==> config.mk <==
export PLATFORM = sky130hd
export DESIGN_NAME = uart_rx_path
export DESIGN_NICKNAME = d
export VERILOG_FILES = /design/src/rtl/uart_rx_path.sv
export SDC_FILE = /design/constraint.sdc
export NUM_CORES = 1
export LEC_CHECK = 0
export ABC_AREA = 1
export CAP_MARGIN = 20
export CORE_MARGIN = 2
export CORE_UTILIZATION = 61
export CTS_BUF_LIST = sky130_fd_sc_hd__clkbuf_4 sky130_fd_sc_hd__clkbuf_8
export DETAILED_ROUTE_END_ITERATION = 10
export DONT_BUFFER_PORTS = 1
export PLACE_DENSITY = 0.77
export SETUP_SLACK_MARGIN = 0.2
export SLEW_MARGIN = 20
export SYNTH_ARGS = -nofsm -noshare
export SYNTH_HDL_FRONTEND = slang
export SYNTH_SLANG_ARGS = --single-unit
==> constraint.sdc <==
create_clock -name clk -period 6.27 [get_ports clk]
set_clock_uncertainty 0.2 [all_clocks]
set_input_delay 0 -clock clk [delete_from_list [all_inputs] [get_ports clk]]
set_output_delay 0 -clock clk [all_outputs]
set_load 0.05 [all_outputs]
==> src/rtl/uart_rx_path.sv <==
// UART receive path: baud tick generator, 16x-oversampling deserializer with optional parity, FWFT RX FIFO.
// Optional macro UART_RX_LEVEL_EN adds a `level` output with the FIFO occupancy.
module uart_rx_path #(
  parameter int DATA_WIDTH  = 8,
  parameter int ADDR_WIDTH  = 4,
  parameter int PARITY_EN   = 1,
  parameter int PARITY_TYPE = 0
) (
  input  logic                  clk,
  input  logic                  rst_n,
  input  logic [31:0]           divisor,
  input  logic                  rx,
  input  logic                  rd_en,
  output logic [DATA_WIDTH-1:0] dout,
  output logic                  full,
  output logic                  empty,
  output logic                  rx_busy,
  output logic                  rx_error,
  output logic                  rx_overrun,
  output logic                  baud_en,
  output logic                  baud_en_16x
`ifdef UART_RX_LEVEL_EN
  ,
  output logic [ADDR_WIDTH:0]   level
`endif
);

  localparam int DEPTH = 1 << ADDR_WIDTH;
  localparam int BCW   = (DATA_WIDTH > 1) ? $clog2(DATA_WIDTH) : 1;
  localparam logic [BCW-1:0]      BIT_LAST = BCW'(DATA_WIDTH - 1);
  localparam logic [ADDR_WIDTH:0] CNT_FULL = (ADDR_WIDTH + 1)'(DEPTH);
  localparam logic PAR_ON  = (PARITY_EN != 0);
  localparam logic PAR_ODD = (PARITY_TYPE != 0);

  typedef enum logic [2:0] {S_IDLE, S_START, S_DATA, S_PARITY, S_STOP} state_t;

  // Baud generator
  logic [31:0] div_cnt;
  logic [31:0] div_last;
  logic [3:0]  sub_cnt;
  logic        tick16;

  // >= rather than == so a divisor lowered mid-count still wraps on the next cycle
  assign div_last = (divisor <= 32'd1) ? '0 : divisor - 32'd1;
  assign tick16   = !rst_n && (div_cnt >= div_last);

  always_ff @(posedge clk or posedge rst_n) begin
    if (rst_n) begin
      div_cnt <= '0;
      sub_cnt <= '0;
    end else if (tick16) begin
      div_cnt <= '0;
      sub_cnt <= sub_cnt + 4'd1;
    end else begin
      div_cnt <= div_cnt + 32'd1;
    end
  end

  assign baud_en_16x = tick16;
  assign baud_en     = tick16 && (sub_cnt == 4'hF);

  // rx synchronizer
  logic rx_meta;
  logic rx_s;

  always_ff @(posedge clk or posedge rst_n) begin
    if (rst_n) begin
      rx_meta <= 1'b1;
      rx_s    <= 1'b1;
    end else begin
      rx_meta <= rx;
      rx_s    <= rx_meta;
    end
  end

  // Receive FSM
  state_t                state, state_n;
  logic [3:0]            tick_cnt, tick_cnt_n;
  logic [BCW-1:0]        bit_cnt, bit_cnt_n;
  logic [DATA_WIDTH-1:0] shreg, shreg_n;
  logic                  par_bit, par_bit_n;
  logic                  sample;
  logic                  frame_done;
  logic                  frame_bad;

  always_ff @(posedge clk or posedge rst_n) begin
    if (rst_n) begin
      state    <= S_IDLE;
      tick_cnt <= '0;
      bit_cnt  <= '0;
      shreg    <= '0;
      par_bit  <= 1'b0;
    end else begin
      state    <= state_n;
      tick_cnt <= tick_cnt_n;
      bit_cnt  <= bit_cnt_n;
      shreg    <= shreg_n;
      par_bit  <= par_bit_n;
    end
  end

  always_comb begin
    state_n    = state;
    tick_cnt_n = tick_cnt;
    bit_cnt_n  = bit_cnt;
    shreg_n    = shreg;
    par_bit_n  = par_bit;
    frame_done = 1'b0;
    frame_bad  = 1'b0;
    sample     = tick16 && (tick_cnt == ((state == S_START) ? 4'd7 : 4'd15));

    if (state != S_IDLE && tick16)
      tick_cnt_n = sample ? '0 : tick_cnt + 4'd1;

    case (state)
      S_IDLE: begin
        if (!rx_s) begin
          state_n    = S_START;
          tick_cnt_n = '0;
        end
      end
      S_START: begin
        if (sample) begin
          if (rx_s) begin
            state_n = S_IDLE;
          end else begin
            state_n   = S_DATA;
            bit_cnt_n = '0;
          end
        end
      end
      S_DATA: begin
        if (sample) begin
          shreg_n = {rx_s, shreg[DATA_WIDTH-1:1]};
          if (bit_cnt == BIT_LAST)
            state_n = PAR_ON ? S_PARITY : S_STOP;
          else
            bit_cnt_n = bit_cnt + 1'b1;
        end
      end
      S_PARITY: begin
        if (sample) begin
          par_bit_n = rx_s;
          state_n   = S_STOP;
        end
      end
      S_STOP: begin
        if (sample) begin
          state_n    = S_IDLE;
          frame_done = 1'b1;
          frame_bad  = !rx_s || (PAR_ON && ((^shreg ^ par_bit) != PAR_ODD));
        end
      end
      default: state_n = S_IDLE;
    endcase
  end

  assign rx_busy = (state != S_IDLE);

  // FIFO
  logic [DATA_WIDTH-1:0] mem [DEPTH];
  logic [ADDR_WIDTH-1:0] wr_ptr, rd_ptr;
  logic [ADDR_WIDTH:0]   count;
  logic                  full_i, empty_i, good, do_wr, do_rd;

  assign full_i  = (count == CNT_FULL);
  assign empty_i = (count == '0);
  assign good    = frame_done && !frame_bad;
  assign do_rd   = rd_en && !empty_i;
  // a pop in the same cycle frees the slot, so a full FIFO still accepts the byte
  assign do_wr   = good && (!full_i || do_rd);

  assign rx_error   = frame_done && frame_bad;
  assign rx_overrun = good && full_i && !do_rd;

  always_ff @(posedge clk or posedge rst_n) begin
    if (rst_n) begin
      wr_ptr <= '0;
      rd_ptr <= '0;
      count  <= '0;
    end else begin
      if (do_wr) wr_ptr <= wr_ptr + 1'b1;
      if (do_rd) rd_ptr <= rd_ptr + 1'b1;
      case ({do_wr, do_rd})
        2'b10:   count <= count + 1'b1;
        2'b01:   count <= count - 1'b1;
        default: count <= count;
      endcase
    end
  end

  always_ff @(posedge clk) begin
    if (do_wr) mem[wr_ptr] <= shreg;
  end

  assign dout  = empty_i ? '0 : mem[rd_ptr];
  assign full  = full_i;
  assign empty = empty_i;

`ifdef UART_RX_LEVEL_EN
  assign level = count;
`endif

endmodule

==> summary.txt, run 1 <==
RD Place Congestion: 0.891
Worst Reg-to-Reg Cells: 15
Status: completed
DRC: 0
Setup Buffers After CTS: 0
WL final: 22.1 mm
Pre-antenna DRT Iters: 5
Commonest non-fill, non-tap cells in the layout: nor2_1, nand2_1, edfxtp_1
Vias post-DR: 7782
1st-iter DRT viols: 709
Reg-to-Reg Start: count[0]
Power, Total: 2850 µW
CP Capture Type: flop
Vias in the first global route: 7386
Top_reg_cell synth: edfxtp_1
Largest net degree at the start of global routing: 74
CTS Root Cell: clkbuf_8
Area delta synth->final: 7.25%
Sink Count: 198
Core box area: 16700 µm²
WL/cell: 16.3 µm
Worst Path Buf+Inv: 2
DRT antenna net count: 0
Levels on crit path: 29
Pins Over Slew Limit: 0
Nets: 1206
H-Tree Level Count: 4
Min-delay worst type: in -> async
Worst path arrival time: 4.68 ns
Req. time, crit path: 6.44 ns
Startpoint Class: primary input
Setup TNS: 0 ns
CTS tree: built
# setup viols final: 0
N_diodes: 0
Post-synth design cell area: 10500 µm²
#FFs+latches synth: 198
Slowest stage delay, CP: 0.38 ns
Total GRT Usage: 0.258
Share of cells above drive strength 1: 0.0846
Avg Inst Size Synth: 9.40 µm²
Post-CTS Resized: 0
Crit path from: divisor[5]
Critical-path cell with the highest stage delay: ha_1
Most common cell after layout, fill and taps aside: nor2_1
Yosys cell types: 43
Post-DR vias/cell: 5.74
Initial Utilization: 0.627
Fillers: 1304
Critical path's top delay family: simple AND/OR/NAND/NOR gates
Cells after Synth: 1113
RSZ-0062 raised after global routing: false
Clock transition at path regs: 0.10 ns
Final Cycle Share: 0.718
Die Area: 18200 µm²
Grt ovf: 0
Crit Path Class: in -> reg
Max Clk Rate: 222 MHz
Max_slew headroom: 0.231
Max FO, Critical Path: 20
Post-DP HPWL: 15.0 mm
# rows: 47
Number of flops mapped to enable cells by yosys: 128
Seq/Total Area, Yosys: 0.535
Synth Warn #: 0
Final min period: 4.50 ns
Later-pin clock latency in the skew report: 0.48 ns
Hold Vio Cnt, Final: 0
First-pass GRT wire length: 36.5 mm
Die extent in x: 135 µm
Worst slew pin tran: 1.16 ns
TritonCTS buffer count: 17
Max-Cap Viols: 0
Bufs on Longest Clock Path: 2
I/O pin count: 51
Maximum vdd drop: 0.000267 V
Cell leakage power: 0.00478 µW
Die Height: 135 µm
Syn nets: 1197
PwrDens: 254 nW/µm²
Initial antenna violation count: 0
Post-synthesis async set-or-reset flop share: 0.354
Port Buf Inserts: 0
## synth_stat cells (24+ instances only)
master    count  share of area
nor2_1      178          0.064
nand2_1     175          0.063
nand3_1      53          0.025
edfxtp_1    128           0.37
a21oi_1      38          0.018
dfrtp_1      68           0.16
ha_1         48          0.057
o221ai_1     24          0.020
nor3_1       31          0.015
xor2_1       31          0.026
o21ai_0      89          0.043
inv_1        99          0.036
## path summary, 6_finish.rpt
| kind | endpoint | slack [ns] |
|---|---|---|
| setup / recovery | count[4] | 1.77 |
| hold reg to reg | rx_s | 0.16 |
| max in group asynchronous | rd_ptr[0] | 5.15 |
| hold / removal | tick_cnt[1] | 0.06 |
| setup reg to reg | count[4] | 1.97 |
| min in group clk | rd_ptr[0] | 0.08 |
## area by class of cell
type	count	area (µm²)	area share
clock inverter	9	116	0.0104
sequential	198	5600	0.499
inverter	103	388	0.0346
clock buffer	23	304	0.0271
multi-input combinational	782	4380	0.391
timing repair buffer	20	158	0.0140
tap	220	275	0.0245
## per-layer routing
metal	vias to the layer above	wire [µm]	global-route usage
met5	-	0	0
met4	0	273	0.0648
met3	28	1620	0.0537
met2	264	10300	0.413
met1	3660	9930	0.365
li1	3830	-	-
## timing repair
action	in CTS	in global routing
hold buffers	4	0
setup endpoints to repair	0	0
hold endpoints to repair	83	0
## registers in the layout, summed over array words and instances (netlist names), 4 cells and up
| register | cells |
|---|---|
| tick_cnt | 4 |
| div_cnt | 32 |
| count | 5 |
| shreg | 8 |
| sub_cnt | 4 |
| rd_ptr | 4 |
| wr_ptr | 4 |
| mem | 128 |
## worst register-to-register path, stage by stage, from the launching register on
cell,delay [ns]
dfrtp_1,0.44
nor4_1,0.29
inv_1,0.12
nor2_1,0.72
nand2_1,0.50
nand3_4,0.40
ha_1,0.33
xor2_1,0.12
ha_1,0.20
a21oi_1,0.18
o21ai_0,0.12
a21oi_1,0.14
inv_1,0.06
o21ai_0,0.15
a21oi_1,0.07
xor2_1,0.15
## cell families after synthesis
logic type      share of synthesized area
buf+inv                            0.0491
xor+xnor                           0.0418
simple gates                        0.222
flops                               0.535
compound gates                     0.0949
fa+ha+maj                          0.0574
## report_power, final
part / switching (µW) / internal (µW) / total [µW] / leakage, µW
Sequential: 97.9 / 1460 / 1560 / 0.00225
Combinational: 276 / 163 / 439 / 0.00232
Clock: 438 / 411 / 848 / 0.000216
## per-stage QoR
step,area [µm²],std cells,util,hold slack (ns),worst slack (ns)
2_1_floorplan,10500,1113,-,-0.196,1.83
3_3_place_gp,10700,1318,0.643,-0.195,1.49
3_5_place_dp,10800,1319,0.644,-0.195,1.32
4_1_cts,11200,1355,0.672,0.0476,1.84
5_1_grt,11200,1355,0.672,0.0740,1.15
6_report,11200,1355,0.672,0.0558,1.77
Note: power is estimated with default switching activity, not from simulation.
==> inputs of run 2 (changes only) <==
--- a/config.mk
+++ b/config.mk
@@ -5,14 +5,14 @@
 export SDC_FILE = /design/constraint.sdc
 export NUM_CORES = 1
 export LEC_CHECK = 0
-export ABC_AREA = 1
+export ABC_AREA = 0
 export CAP_MARGIN = 20
 export CORE_MARGIN = 2
-export CORE_UTILIZATION = 61
+export CORE_UTILIZATION = 60
 export CTS_BUF_LIST = sky130_fd_sc_hd__clkbuf_4 sky130_fd_sc_hd__clkbuf_8
 export DETAILED_ROUTE_END_ITERATION = 10
 export DONT_BUFFER_PORTS = 1
-export PLACE_DENSITY = 0.77
+export PLACE_DENSITY = 0.79
 export SETUP_SLACK_MARGIN = 0.2
 export SLEW_MARGIN = 20
 export SYNTH_ARGS = -nofsm -noshare
==> constraint.sdc (replaced) <==
create_clock -name clk -period 4 [get_ports clk]
set_clock_uncertainty 0.2 [all_clocks]
set_input_delay 0 -clock clk [delete_from_list [all_inputs] [get_ports clk]]
set_output_delay 0 -clock clk [all_outputs]
set_load 0.05 [all_outputs]
==> run 2 against run 1 <==
Non-clock buffer count is 85 higher. Sequential share of layout area is 3.2 points lower. Global-route usage is 0.90 points lower. Total power is 53% higher. The flow now finishes with violations (setup timing). Combinational power is 65% higher. Synthesized cell count is 32% lower. Critical path type unchanged. First-iteration DRC count is 21% lower.
==> summary.txt, run 2 <==
Fillers: 996
Syn nets: 837
CTS Root Cell: clkbuf_8
Critical-path cell with the highest stage delay: or4_4
Placed insts: 1009
Worst Path Buf+Inv: 0
Post-route cell area: 12000 µm²
Fin worst setup slack: -0.456 ns
Max Clk Rate: 224 MHz
RSZ-0062 raised after global routing: true
CTS tree: built
TritonCTS buffer count: 17
Number of flops mapped to enable cells by yosys: 128
Post-Layout Cell Count: 1075
N_diodes: 0
Pre-antenna DRT Iters: 7
Startpoint Class: primary input
Reg with most FFs: mem
Commonest non-fill, non-tap cells in the layout: edfxtp_1, nand2_1, nor2_1
Max_slew headroom: 0.346
Pins Over Slew Limit: 0
Biggest regs: mem x128, div_cnt x32, shreg x8
WL final: 22.6 mm
Synth Warn #: 0
Critical path's top delay family: simple AND/OR/NAND/NOR gates
Final min period: 4.46 ns
Bufs on Longest Clock Path: 2
Max FFs per register: 128
Sink Count: 198
Cell leakage power: 0.00514 µW
Top cells by count, synth: edfxtp_1, nor2_1, nand2_1
Nets: 930
Post-synthesis async set-or-reset flop share: 0.354
Later-pin clock latency in the skew report: 0.48 ns
WL/cell: 21.1 µm
Setup Slack @ Placement: -0.864 ns
Avg Inst Size Synth: 13.1 µm²
Hold Vio Cnt, Final: 0
Seq/Total Area, Yosys: 0.567
Crit Path Class: in -> reg
Grt ovf: 0
Failing checks: setup timing
Vias in the first global route: 6535
DRC: 0
Worst slew pin tran: 0.972 ns
CP most frequent cell: ha_4
Area share of the largest cell type after synthesis: 0.390
I/O pin count: 51
Max-Cap Viols: 0
Total GRT Usage: 0.249
CP Capture Type: flop
Initial antenna violation count: 0
DRT antenna net count: 0
Share of cells above drive strength 1: 0.286
Clock transition at path regs: 0.11 ns
Core box area: 16000 µm²
PwrDens: 363 nW/µm²
Post-synth design cell area: 9870 µm²
Maximum vdd drop: 0.000224 V
Worst path arrival time: 4.67 ns
Initial Utilization: 0.617
Yosys cell types: 52
Vias post-DR: 6512
Top_reg_cell synth: edfxtp_1
Yosys top cell by area: edfxtp_1
Req. time, crit path: 4.21 ns
Area delta synth->final: 21.4%
Max FO, Critical Path: 6
# rows: 46
Final Util: 0.749
H-Tree Level Count: 4
1st-iter DRT viols: 562
Most common cell after layout, fill and taps aside: edfxtp_1
RD Place Congestion: 0.906
R2r setup slk: 0.28 ns
Min-delay worst type: in -> reg
Die Area: 17500 µm²
First-pass GRT wire length: 33.7 mm
Die extent in x: 132 µm
Ranking of synthesized cells by area: edfxtp_1, dfrtp_1, mux4_2, ha_1, xor2_1
Crit-path cells: or4_4, or3_4, or4_4, nand4b_4, and2_4, ha_4, nand2b_4, a2111o_1, a221oi_2, o31ai_2, a41o_2, nand3_4, ha_4, xor2_2, ha_4, o21ai_2, a21oi_2, a21oi_2, xor2_1, nor2_1, xor2_1
Post-DR vias/cell: 6.06
Die Height: 132 µm
Status: finished with violations
Slowest stage delay, CP: 0.55 ns
Post-DP HPWL: 14.8 mm
Final Cycle Share: 1.11
Largest net degree at the start of global routing: 71
Port Buf Inserts: 0
#FFs+latches synth: 198
Cell with the most instances after synthesis: edfxtp_1
# setup viols final: 144
Cells after Synth: 753
Instance area after placement: 10800 µm²
## run 2: cell types whose count changed after synthesis, moves of 11 or more
cell / previous run / this run
nand3_1: 53 / 24
nor2_1: 178 / 72
mux4_2: 0 / 40
xnor2_1: 19 / 36
nand2_1: 175 / 70
mux2_2: 0 / 15
nor2b_1: 0 / 13
inv_1: 99 / 22
o221ai_1: 24 / 0
o21ai_0: 89 / 10
or2_2: 11 / 0
xor2_1: 31 / 45
a21oi_1: 38 / 18
## run 2: where the power goes
part           internal, µW  switching, µW  total [µW]
clock network           489            816        1300
registers              2210            115        2320
logic                   363            361         724
## run 2: what timing repair did
item                       in CTS  in global routing
hold buffers                    4                  0
setup endpoints to repair     169                159
hold endpoints to repair       94                  0
setup buffers                   3                 22
resized for setup              14                 58
cloned                          1                  4
pin swaps                       2                 25
## run 2: layer usage
layer,share of wire,track usage,up-vias
li1,-,-,2961
met1,0.39,0.303,3288
met2,0.53,0.443,223
met3,0.053,0.0477,40
met4,0.024,0.0932,0
met5,0,0,-
## run 2: cell type report
class | instances | area [µm²] | area share
clock inverters | 15 | 194 | 0.0162
well taps | 216 | 270 | 0.0226
multi-input cells | 502 | 4490 | 0.375
clock buffers | 17 | 234 | 0.0195
inverters | 22 | 82.6 | 0.00689
repair buffers | 105 | 1110 | 0.0928
flip-flops and latches | 198 | 5600 | 0.467
## run 2: worst reg2reg max path, cell delays in order, from the launching register on
cell and delay [ns]:
dfrtp_1 0.41, xor2_1 0.20, xnor3_1 0.44, xnor2_1 0.17, and2_1 0.24, nor3b_2 0.47, nand3_4 0.13, ha_4 0.19
xor2_2 0.16, ha_4 0.20, buf_6 0.11, buf_4 0.11, buf_4 0.12, a21oi_2 0.11, xor2_1 0.16, nor2_1 0.06
xnor2_1 0.12
## run 2: worst paths after layout
check,end,from,cells after the start
hold reg to reg,rx_s,rx_meta,0
setup reg to reg,count[2],shreg[2],16
min in group asynchronous,div_cnt[19],rst_n,3
hold / removal,wr_ptr[3],rd_en,4
setup / recovery,count[4],divisor[19],21
max in group asynchronous,rd_ptr[0],rst_n,3
## run 2: cell families after synthesis
kind of cell,Yosys count,share of synthesized area
and+or+nand+nor,269,0.136
xor gates and xnor gates,82,0.0742
adders and majority gates,48,0.0609
AOI/OAI and AO/OA,46,0.0297
muxes,57,0.110
DFF,198,0.567
buffers and inverters,53,0.0213
## run 2: per-stage QoR
stage / hold slack [ns] / power (µW) / TNS, ns
after floorplan: -0.196 / 2870 / -87.13
after global placement: -0.195 / 2990 / -58.01
after detailed placement: -0.195 / 3020 / -84.39
after CTS: 0.0737 / 4300 / -2.43
after global routing: 0.0692 / 4530 / -37.51
final: 0.0716 / 4350 / -23.96
